**config.mk**
```make
export PLATFORM = sky130hd
export DESIGN_NAME = mul_iter_ctrl
export DESIGN_NICKNAME = d
export VERILOG_FILES = /design/src/rtl/mul_pkg.sv /design/src/rtl/full_adder.sv /design/src/rtl/rca_row.sv /design/src/rtl/mul_iter_ctrl.sv
export SDC_FILE = /design/constraint.sdc
export NUM_CORES = 1
export LEC_CHECK = 0
export ABC_CLOCK_PERIOD_IN_PS = 23400
export CORE_ASPECT_RATIO = 0.7
export CORE_MARGIN = 1
export CORE_UTILIZATION = 55
export DETAILED_ROUTE_END_ITERATION = 16
export DONT_BUFFER_PORTS = 1
export HOLD_SLACK_MARGIN = 0.03
export PLACE_DENSITY = 0.68
export SETUP_SLACK_MARGIN = 0.3
export SYNTH_ARGS = -nofsm -noshare
export SYNTH_HDL_FRONTEND = slang
export SYNTH_SLANG_ARGS = --single-unit
```
**constraint.sdc**
```tcl
create_clock -name clk -period 23.4 [get_ports clk]
set_input_delay 4.68 -clock clk [delete_from_list [all_inputs] [get_ports clk]]
set_output_delay 4.68 -clock clk [all_outputs]
set_load 0.01 [all_outputs]
```
**src/rtl/mul_pkg.sv**
```systemverilog
// Shared definitions for the iterative multiplier: default sizes and FSM encoding.
package mul_pkg;

    // Default operand width; the product is twice this.
    localparam int WIDTH_DEF = 32;

    // Default iteration counter width; 2**CNT_W_DEF must exceed WIDTH_DEF.
    localparam int CNT_W_DEF = 6;

    typedef enum logic [1:0] {
        IDLE = 2'd0,
        CALC = 2'd1,
        FIX  = 2'd2,
        DONE = 2'd3
    } state_t;

endpackage

```
**src/rtl/full_adder.sv**
```systemverilog
// 1-bit full-adder cell, the building block of the shared adder row.
module full_adder (
    input  logic a,
    input  logic b,
    input  logic cin,
    output logic sum,
    output logic cout
);

    // Plain sum/majority equations.
    always_comb begin
        sum  = a ^ b ^ cin;
        cout = (a & b) | (a & cin) | (b & cin);
    end

endmodule

```
**src/rtl/rca_row.sv**
```systemverilog
// WIDTH-bit ripple-carry adder row built as a chain of full-adder cells.
module rca_row #(
    parameter int WIDTH = 32
) (
    input  logic [WIDTH-1:0] a,
    input  logic [WIDTH-1:0] b,
    input  logic             cin,
    output logic [WIDTH-1:0] sum,
    output logic             cout
);

    logic [WIDTH:0] carry;

    assign carry[0] = cin;
    assign cout     = carry[WIDTH];

    for (genvar i = 0; i < WIDTH; i++) begin : g_cell
        full_adder u_fa (
            .a    (a[i]),
            .b    (b[i]),
            .cin  (carry[i]),
            .sum  (sum[i]),
            .cout (carry[i+1])
        );
    end

endmodule

```
**src/rtl/mul_iter_ctrl.sv**
```systemverilog
// Iterative shift-add multiplier sequencer: one shared adder row, WIDTH iterations,
// signed operands handled as magnitudes with a final two's-complement fix-up.
module mul_iter_ctrl
    import mul_pkg::*;
#(
    parameter int WIDTH = WIDTH_DEF,
    parameter int CNT_W = CNT_W_DEF
) (
    input  logic               clk,
    input  logic               rst,
    input  logic               start,
    input  logic               mul_signed,
    input  logic [WIDTH-1:0]   ina,
    input  logic [WIDTH-1:0]   inb,
    input  logic               cancel,
    output logic               busy,
    output logic               ready,
    output logic [2*WIDTH-1:0] result
);

    localparam logic [CNT_W-1:0]   CNT_LAST = CNT_W'(WIDTH - 1);
    localparam logic [CNT_W-1:0]   CNT_ONE  = CNT_W'(1);
    localparam logic [2*WIDTH-1:0] PROD_ONE = (2*WIDTH)'(1);

    state_t state_q, state_d;

    logic [WIDTH-1:0] mcand_q;
    logic [WIDTH-1:0] acc_hi_q;
    logic [WIDTH-1:0] acc_lo_q;
    logic             neg_q;
    logic [CNT_W-1:0] cnt_q;

    logic             neg_a, neg_b;
    logic [WIDTH-1:0] mag_a, mag_b;
    logic [WIDTH-1:0] addend;
    logic [WIDTH-1:0] row_sum;
    logic             row_cout;
    logic [2*WIDTH-1:0] prod, prod_neg;

    // Operand magnitudes; -2**(WIDTH-1) maps to 2**(WIDTH-1), which fits unsigned.
    always_comb begin
        neg_a    = mul_signed & ina[WIDTH-1];
        neg_b    = mul_signed & inb[WIDTH-1];
        mag_a    = neg_a ? -ina : ina;
        mag_b    = neg_b ? -inb : inb;
        addend   = acc_lo_q[0] ? mcand_q : '0;
        prod     = {acc_hi_q, acc_lo_q};
        // Dedicated incrementer, independent of the shared row.
        prod_neg = ~prod + PROD_ONE;
    end

    rca_row #(
        .WIDTH (WIDTH)
    ) u_row (
        .a    (acc_hi_q),
        .b    (addend),
        .cin  (1'b0),
        .sum  (row_sum),
        .cout (row_cout)
    );

    // State register.
    always_ff @(posedge clk or posedge rst) begin
        if (rst) begin
            state_q <= IDLE;
        end else begin
            state_q <= state_d;
        end
    end

    // Next-state logic; cancel overrides everything, including a same-cycle start.
    always_comb begin
        state_d = state_q;
        if (cancel) begin
            state_d = IDLE;
        end else begin
            unique case (state_q)
                IDLE:    if (start) state_d = CALC;
                CALC:    if (cnt_q == CNT_LAST) state_d = FIX;
                FIX:     state_d = DONE;
                DONE:    state_d = IDLE;
                default: state_d = IDLE;
            endcase
        end
    end

    // Status outputs decoded from the current state.
    always_comb begin
        busy  = (state_q != IDLE);
        ready = (state_q == DONE);
    end

    // Datapath: operand capture, shift-add iterations and result write-back.
    always_ff @(posedge clk or posedge rst) begin
        if (rst) begin
            mcand_q  <= '0;
            acc_hi_q <= '0;
            acc_lo_q <= '0;
            neg_q    <= 1'b0;
            cnt_q    <= '0;
            result   <= '0;
        end else begin
            unique case (state_q)
                IDLE: begin
                    if (start && !cancel) begin
                        mcand_q  <= mag_a;
                        acc_hi_q <= '0;
                        acc_lo_q <= mag_b;
                        neg_q    <= neg_a ^ neg_b;
                        cnt_q    <= '0;
                    end
                end
                CALC: begin
                    // {cout, sum, acc_lo} shifted right by one.
                    acc_hi_q <= {row_cout, row_sum[WIDTH-1:1]};
                    acc_lo_q <= {row_sum[0], acc_lo_q[WIDTH-1:1]};
                    cnt_q    <= cnt_q + CNT_ONE;
                end
                FIX: begin
                    if (!cancel) begin
                        result <= neg_q ? prod_neg : prod;
                    end
                end
                default: ;
            endcase
        end
    end

endmodule
```
==> results of run 1 <==
critical path, delay by kind of cell (launching register included):
kind / cells / cell delay [ns]
adders and majority gates: 32 / 11.95
DFF: 1 / 0.72
and+or+nand+nor: 2 / 0.30
buffers and inverters: 2 / 0.13
AOI/OAI and AO/OA: 1 / 0.08
stage by stage:
stage                     std cells  hold WS (ns)  setup WS (ns)
after global placement         1349        0.4605          10.33
after global routing           1381        0.4954          9.614
after floorplan                1174        0.4391          10.81
final                          1381        0.4790          10.09
after CTS                      1381        0.4801          10.14
after detailed placement       1349        0.4652          10.19
final timing paths:
path                       depth (start not counted)                       end                     from
max in group asynchronous                          2         neg_q$_DFFE_PP0P_                      rst
setup / recovery                                  37  acc_hi_q[30]$_DFFE_PP0P_  acc_lo_q[0]$_DFFE_PP0P_
setup reg to reg                                  37  acc_hi_q[30]$_DFFE_PP0P_  acc_lo_q[0]$_DFFE_PP0P_
min in group asynchronous                          1    result[18]$_DFFE_PP0P_                      rst
hold / removal                                     2    mcand_q[0]$_DFFE_PP0P_   mcand_q[0]$_DFFE_PP0P_
hold reg to reg                                    2    mcand_q[0]$_DFFE_PP0P_   mcand_q[0]$_DFFE_PP0P_
layer usage:
layer | wire length (µm) | vias to the layer above
met2 | 10110 | 361
met1 | 13560 | 3986
met3 | 3333 | 22
met4 | 231 | 0
li1 | - | 3987
met5 | 0 | -
placed cells by master (no fill, tap or decap), types with 6 or more instances in the layout:
cell | Yosys | routed
nor2_1 | 67 | 67
ha_1 | 9 | 9
xnor2_1 | 61 | 61
nand2_1 | 212 | 212
o21ai_0 | 125 | 125
or3_1 | 16 | 16
clkbuf_16 | 0 | 17
dfrtp_1 | 169 | 168
buf_4 | 0 | 9
nor3_1 | 34 | 34
o41ai_1 | 15 | 15
fa_1 | 31 | 31
nor4_1 | 9 | 9
or4_1 | 10 | 10
inv_6 | 0 | 7
o31ai_1 | 48 | 48
inv_1 | 46 | 45
or2_2 | 6 | 6
o41ai_2 | 6 | 6
mux2i_1 | 6 | 6
o22ai_1 | 11 | 11
nand4_1 | 11 | 11
and2_1 | 8 | 8
a31oi_1 | 10 | 10
o21ai_1 | 19 | 18
and3_1 | 6 | 6
a21oi_1 | 42 | 41
nand3_1 | 22 | 22
xor2_1 | 57 | 57
area by class of cell:
| type | count | area (µm²) |
|---|---|---|
| flip-flops and latches | 169 | 4230 |
| multi-input cells | 888 | 5736 |
| fillers | 1603 | 7131 |
| well taps | 236 | 295.3 |
| repair buffers | 9 | 67.56 |
| inverters | 47 | 181.4 |
| clock buffers | 18 | 439.2 |
| clock inverters | 14 | 182.7 |
flip-flops by register name, indices dropped and copies added (netlist names):
register  count
acc_hi_q     32
acc_lo_q     32
cnt_q         6
mcand_q      32
neg_q         1
result       64
state_q       2
power by group through the flow:
| stage | logic, mW | registers, mW | clock network, mW |
|---|---|---|---|
| after floorplan | 0.528 | 0.528 | 0 |
| after global placement | 0.668 | 0.585 | 0 |
| after detailed placement | 0.678 | 0.590 | 0 |
| after CTS | 0.684 | 0.586 | 0.303 |
| after global routing | 0.774 | 0.609 | 0.314 |
| final | 0.692 | 0.591 | 0.299 |
kinds of logic (layout without fill, tap and decap cells):
kind of cell | Yosys count | count (layout)
buffers and inverters | 117 | 88
xor gates and xnor gates | 118 | 118
adders and majority gates | 40 | 40
DFF | 169 | 169
AOI/OAI and AO/OA | 296 | 296
and+or+nand+nor | 428 | 428
muxes | 6 | 6
==> results.yml, run 1 <==
outcome:
  status: "finished with violations"
  failed_checks: "DRC"
yosys:
  yosys-top-cells-count: "nand2_1 (212), dfrtp_1 (169), o21ai_0 (125)"
  synth_mux_area_frac: 0.005780
  syn-cell-area_um2: 10390
  synth_seq_area_share: 0.4070
  synth_edf_count: 0
  synthDistinctLibCells: 59
  netlist.area_leader.share: 0.4070
  synth-seq-cells: 169
  syn_inst: 1174
  synth_area_leaders: "dfrtp_1 (41%), nand2_1 (7.7%), o21ai_0 (6.0%)"
  yosys_warnings: 0
  synth_xor_area_frac: 0.09946
  synth.most_common_cell: "nand2_1"
  postSynthAreaPerCell_um2: 8.851
  synth_compound_area_frac: 0.1787
  async_reset_ff_frac: 1.000
  synthSimpleGateAreaFrac: 0.1953
  synthAdderAreaFrac: 0.07056
  syn_nets: 1283
  yosysTopAreaCell: "dfrtp_1"
  synth-main-ff-cell: "dfrtp_1"
  synth_top_family_by_area: "simple AND/OR/NAND/NOR gates"
detailed_routing:
  num_vias: 8356
  drcViolationCount: 12
  viasPerCell: 6.051
  final_antenna_net_count: 0
  totalWireLength_um: 27240
  wl_per_cell_um: 19.72
  firstDrtPassIters: 13
  drt_iter0_markers: 795
finish:
  diodes: 0
  fin_nets: 1241
  drive_gt1_frac: 0.06550
  utilization: 0.6096
  stdcell_area_um2: 11130
  area_growth_pct: 7.128
power_and_ir_drop:
  powerDensity_nw_per_um2: 142.2
  ir_drop_mv: 0.1067
  leakagePower_nw: 4.460
  p_switching_uw: 749.2
  seqPwrFrac: 0.374
  power.total_mw: 1.582
  clockPowerShare: 0.189
  p_sw_frac: 0.4735
  combPwrFrac: 0.438
  p_int_uw: 833.2
clocking:
  insertion_delay_ns: 0.44
  clock_sinks: 169
  cts_hold_buf: 0
  cts_tree: "done"
  ctsLongestPathBuffers: 2
  numCtsBuffers: 17
  path_clk_slew_ns: 0.06
  htree_levels: 4
  cts_root_buffer: "clkbuf_16"
  cts_setup_buffers: 0
  post_cts_resized: 0
floorplan:
  start_util: 0.5690
  placementRows: 41
  chipWidth_um: 166.3
  die_h_um: 117
  io-pin-count: 135
  die-area_um2: 19460
  core_area_um2: 18260
critical_path:
  r2r_slack_ns: 10.09
  crit_top_cell: "fa_1"
  start_kind: "register"
  critPathCaptureType: "register"
  arrival_ns: 13.62
  worst_path_max_delay_cell: "dfrtp_1"
  worstSetupPathType: "reg2reg"
  critPathMaxFanout: 22
  critPathRequiredTime_ns: 23.71
  cp_slowest_stage_delay_ns: 0.72
placed_design:
  hpwl_um: 20180
  placedInstanceArea_um2: 10510
  gp_congestion: 0.9356
  portBuffers: 0
sta:
  hold_violations: 0
  rsz0062_at_grt: "no"
  min_period_ns: 13.31
  finalClockSkew_ns: 0.01057
  fin_tns_setup_ns: 0
  slew_headroom: 0.2677
  finalMaxSlewViolations: 0
  period_share: 0.5687
  clock.fmax_mhz: 75.15
  worstMarginPinSlew_ns: 1.098
  setup_viol: 0
global_route:
  grt_pass1_vias: 7595
  grt_pass1_wl_um: 43210
  use_met2: 0.3696
  antenna_found_initial: 0
  top_usage_layer: "met1"
  grt_use_met3: 0.1147
  grt.total_usage: 0.2920
  overflow: 0
  gr-usage-met1: 0.4560
  grt_max_degree: 128
flow_run:
  maxCapViolations: 0
hold_path:
  hp-class: "reg2reg"
(Power assumes the default switching activity.)
==> run 2, diff against run 1 <==
--- a/config.mk
+++ b/config.mk
@@ -5,7 +5,7 @@
 export SDC_FILE = /design/constraint.sdc
 export NUM_CORES = 1
 export LEC_CHECK = 0
-export ABC_CLOCK_PERIOD_IN_PS = 23400
+export ABC_CLOCK_PERIOD_IN_PS = 12300
 export CORE_ASPECT_RATIO = 0.7
 export CORE_MARGIN = 1
 export CORE_UTILIZATION = 55
==> constraint.sdc (replaced) <==
create_clock -name clk -period 12.3 [get_ports clk]
set_input_delay 2.46 -clock clk [delete_from_list [all_inputs] [get_ports clk]]
set_output_delay 2.46 -clock clk [all_outputs]
set_load 0.01 [all_outputs]
==> run 2 against run 1 <==
The flow still finishes with violations (DRC); core utilization rose by 0.49 points; combinational power is 92% higher; sequential power rose by 90%; critical path depth stayed put; global-route usage hardly changed; die area unchanged; non-clock buffer count grew 5; clock power increased by 83%; fmax grew 14%; routed wire length down 0.70%.
==> results.yml, run 2 (same netlist as run 1, synthesis figures left out) <==
hold_path:
  worstHoldStart: "mcand_q[2]$_DFFE_PP0P_"
  worstHoldPathCells: 2
  hp-class: "reg2reg"
detailed_routing:
  viasPerCell: 6.027
  wl_per_cell_um: 19.52
  drt_iter0_markers: 641
  totalWireLength_um: 27050
  drcViolationCount: 10
  final_antenna_net_count: 0
  num_vias: 8353
  firstDrtPassIters: 12
sta:
  holdWs_ns: 0.4788
  hold_violations: 0
  setup_viol: 0
  rsz0062_at_grt: "no"
  fin_ws_ns: 0.6280
  period_share: 0.9489
  clock.fmax_mhz: 85.67
  finalClockSkew_ns: 0.01654
  min_period_ns: 11.67
  fin_tns_setup_ns: 0
  finalMaxSlewViolations: 0
  slew_headroom: 0.2792
  worstMarginPinSlew_ns: 1.081
finish:
  drive_gt1_frac: 0.09565
  area_growth_pct: 7.995
  diodes: 0
  largest_reg_flops: 64
  regMostFlops: "result"
  fin_cells: 1386
  stdcell_area_um2: 11220
  final_cell_mix: "nand2_1 (212), dfrtp_1 (168), o21ai_0 (125), nor2_1 (67), xnor2_1 (61)"
  nFillCells: 1610
  mostFrequentLayoutCell: "nand2_1"
  fin_nets: 1246
  ff_latch_area_um2: 4230
  multi_input_area_um2: 5811
  utilization: 0.6145
outcome:
  failed_checks: "DRC"
  status: "finished with violations"
critical_path:
  critPathCaptureType: "register"
  arrival_ns: 11.96
  cp_slowest_stage_delay_ns: 0.40
  critPathMaxFanout: 2
  worstSetupPathType: "reg2reg"
  r2r-start: "acc_lo_q[0]$_DFFE_PP0P_"
  crit_top_cell: "fa_2"
  critPathRequiredTime_ns: 12.59
  critical_path.startpoint: "acc_lo_q[0]$_DFFE_PP0P_"
  start_kind: "register"
  worst_path_max_delay_cell: "fa_1"
  r2r_cells: 37
floorplan:
  io-pin-count: 135
  chipWidth_um: 166.3
  placementRows: 41
  start_util: 0.5690
  core_area_um2: 18260
  die_h_um: 117
  die-area_um2: 19460
clocking:
  clock_sinks: 169
  insertion_delay_ns: 0.44
  numCtsBuffers: 17
  cts_hold_buf: 0
  ctsLongestPathBuffers: 2
  cts_root_buffer: "clkbuf_16"
  cts_tree: "done"
  htree_levels: 4
  path_clk_slew_ns: 0.07
global_route:
  grt_pass1_vias: 7582
  antenna_found_initial: 0
  grt_max_degree: 128
  overflow: 0
  grt_pass1_wl_um: 42760
  grt.total_usage: 0.2916
power_and_ir_drop:
  powerDensity_nw_per_um2: 266.9
  ir_drop_mv: 0.1538
  power.total_mw: 2.995
  leakagePower_nw: 4.485
flow_run:
  maxCapViolations: 0
placed_design:
  portBuffers: 0
  dpl_worst_slack_ns: 0.05590
  gp_congestion: 0.9210
  placedInstanceArea_um2: 10560
  hpwl_um: 20380
  place_inst: 1352
-- run 2: cell types whose count changed in the layout (fill, tap and decap cells not counted), sizes merged --
cell,delta
inv,-1
bufinv,-1
clkinvlp,+1
clkinv,+1
buf,+5
-- run 2: timing repair --
item | 4_1_cts | 5_1_grt
buffers inserted | 0 | 2
setup endpoints to repair | 1 | 2
pin swaps | 0 | 4
gates resized for setup | 8 | 11
-- run 2: routing by layer --
metal | part of all wire | global-route usage
met5 | 0.0027 | 0.02657
met4 | 0.010 | 0.06235
met3 | 0.13 | 0.1399
met2 | 0.36 | 0.3603
met1 | 0.49 | 0.4430
-- run 2: worst paths after layout --
| check | slack [ns] | end |
|---|---|---|
| max in group asynchronous | 9.22 | neg_q$_DFFE_PP0P_ |
| worst max-delay path | 0.63 | acc_hi_q[30]$_DFFE_PP0P_ |
| worst max register to register | 0.63 | acc_hi_q[30]$_DFFE_PP0P_ |
| worst min-delay path | 0.48 | mcand_q[2]$_DFFE_PP0P_ |
| worst min register to register | 0.48 | mcand_q[2]$_DFFE_PP0P_ |
| min in group asynchronous | 1.87 | result[22]$_DFFE_PP0P_ |
-- run 2: layout make-up --
cell class	count	area share
well taps	236	0.02631
clock inverters	14	0.01427
clock buffers	18	0.03913
multi-input cells	888	0.5178
repair buffers	14	0.009366
flip-flops and latches	169	0.3770
inverters	47	0.01617
-- run 2: worst max-delay path, delay by kind of cell, from the launching register on --
kind / cells / cell delay (ns)
simple gates: 2 / 0.21
flops: 1 / 0.34
buf+inv: 2 / 0.12
fa+ha+maj: 32 / 10.74
compound gates: 1 / 0.08
-- run 2: where the power goes --
group	switching [mW]	leakage (nW)	total, mW	internal (mW)
clock network	0.239	0.286	0.548	0.309
registers	0.317	2.16	1.12	0.800
logic	0.863	2.04	1.33	0.468
total	1.42	4.49	2.99	1.58
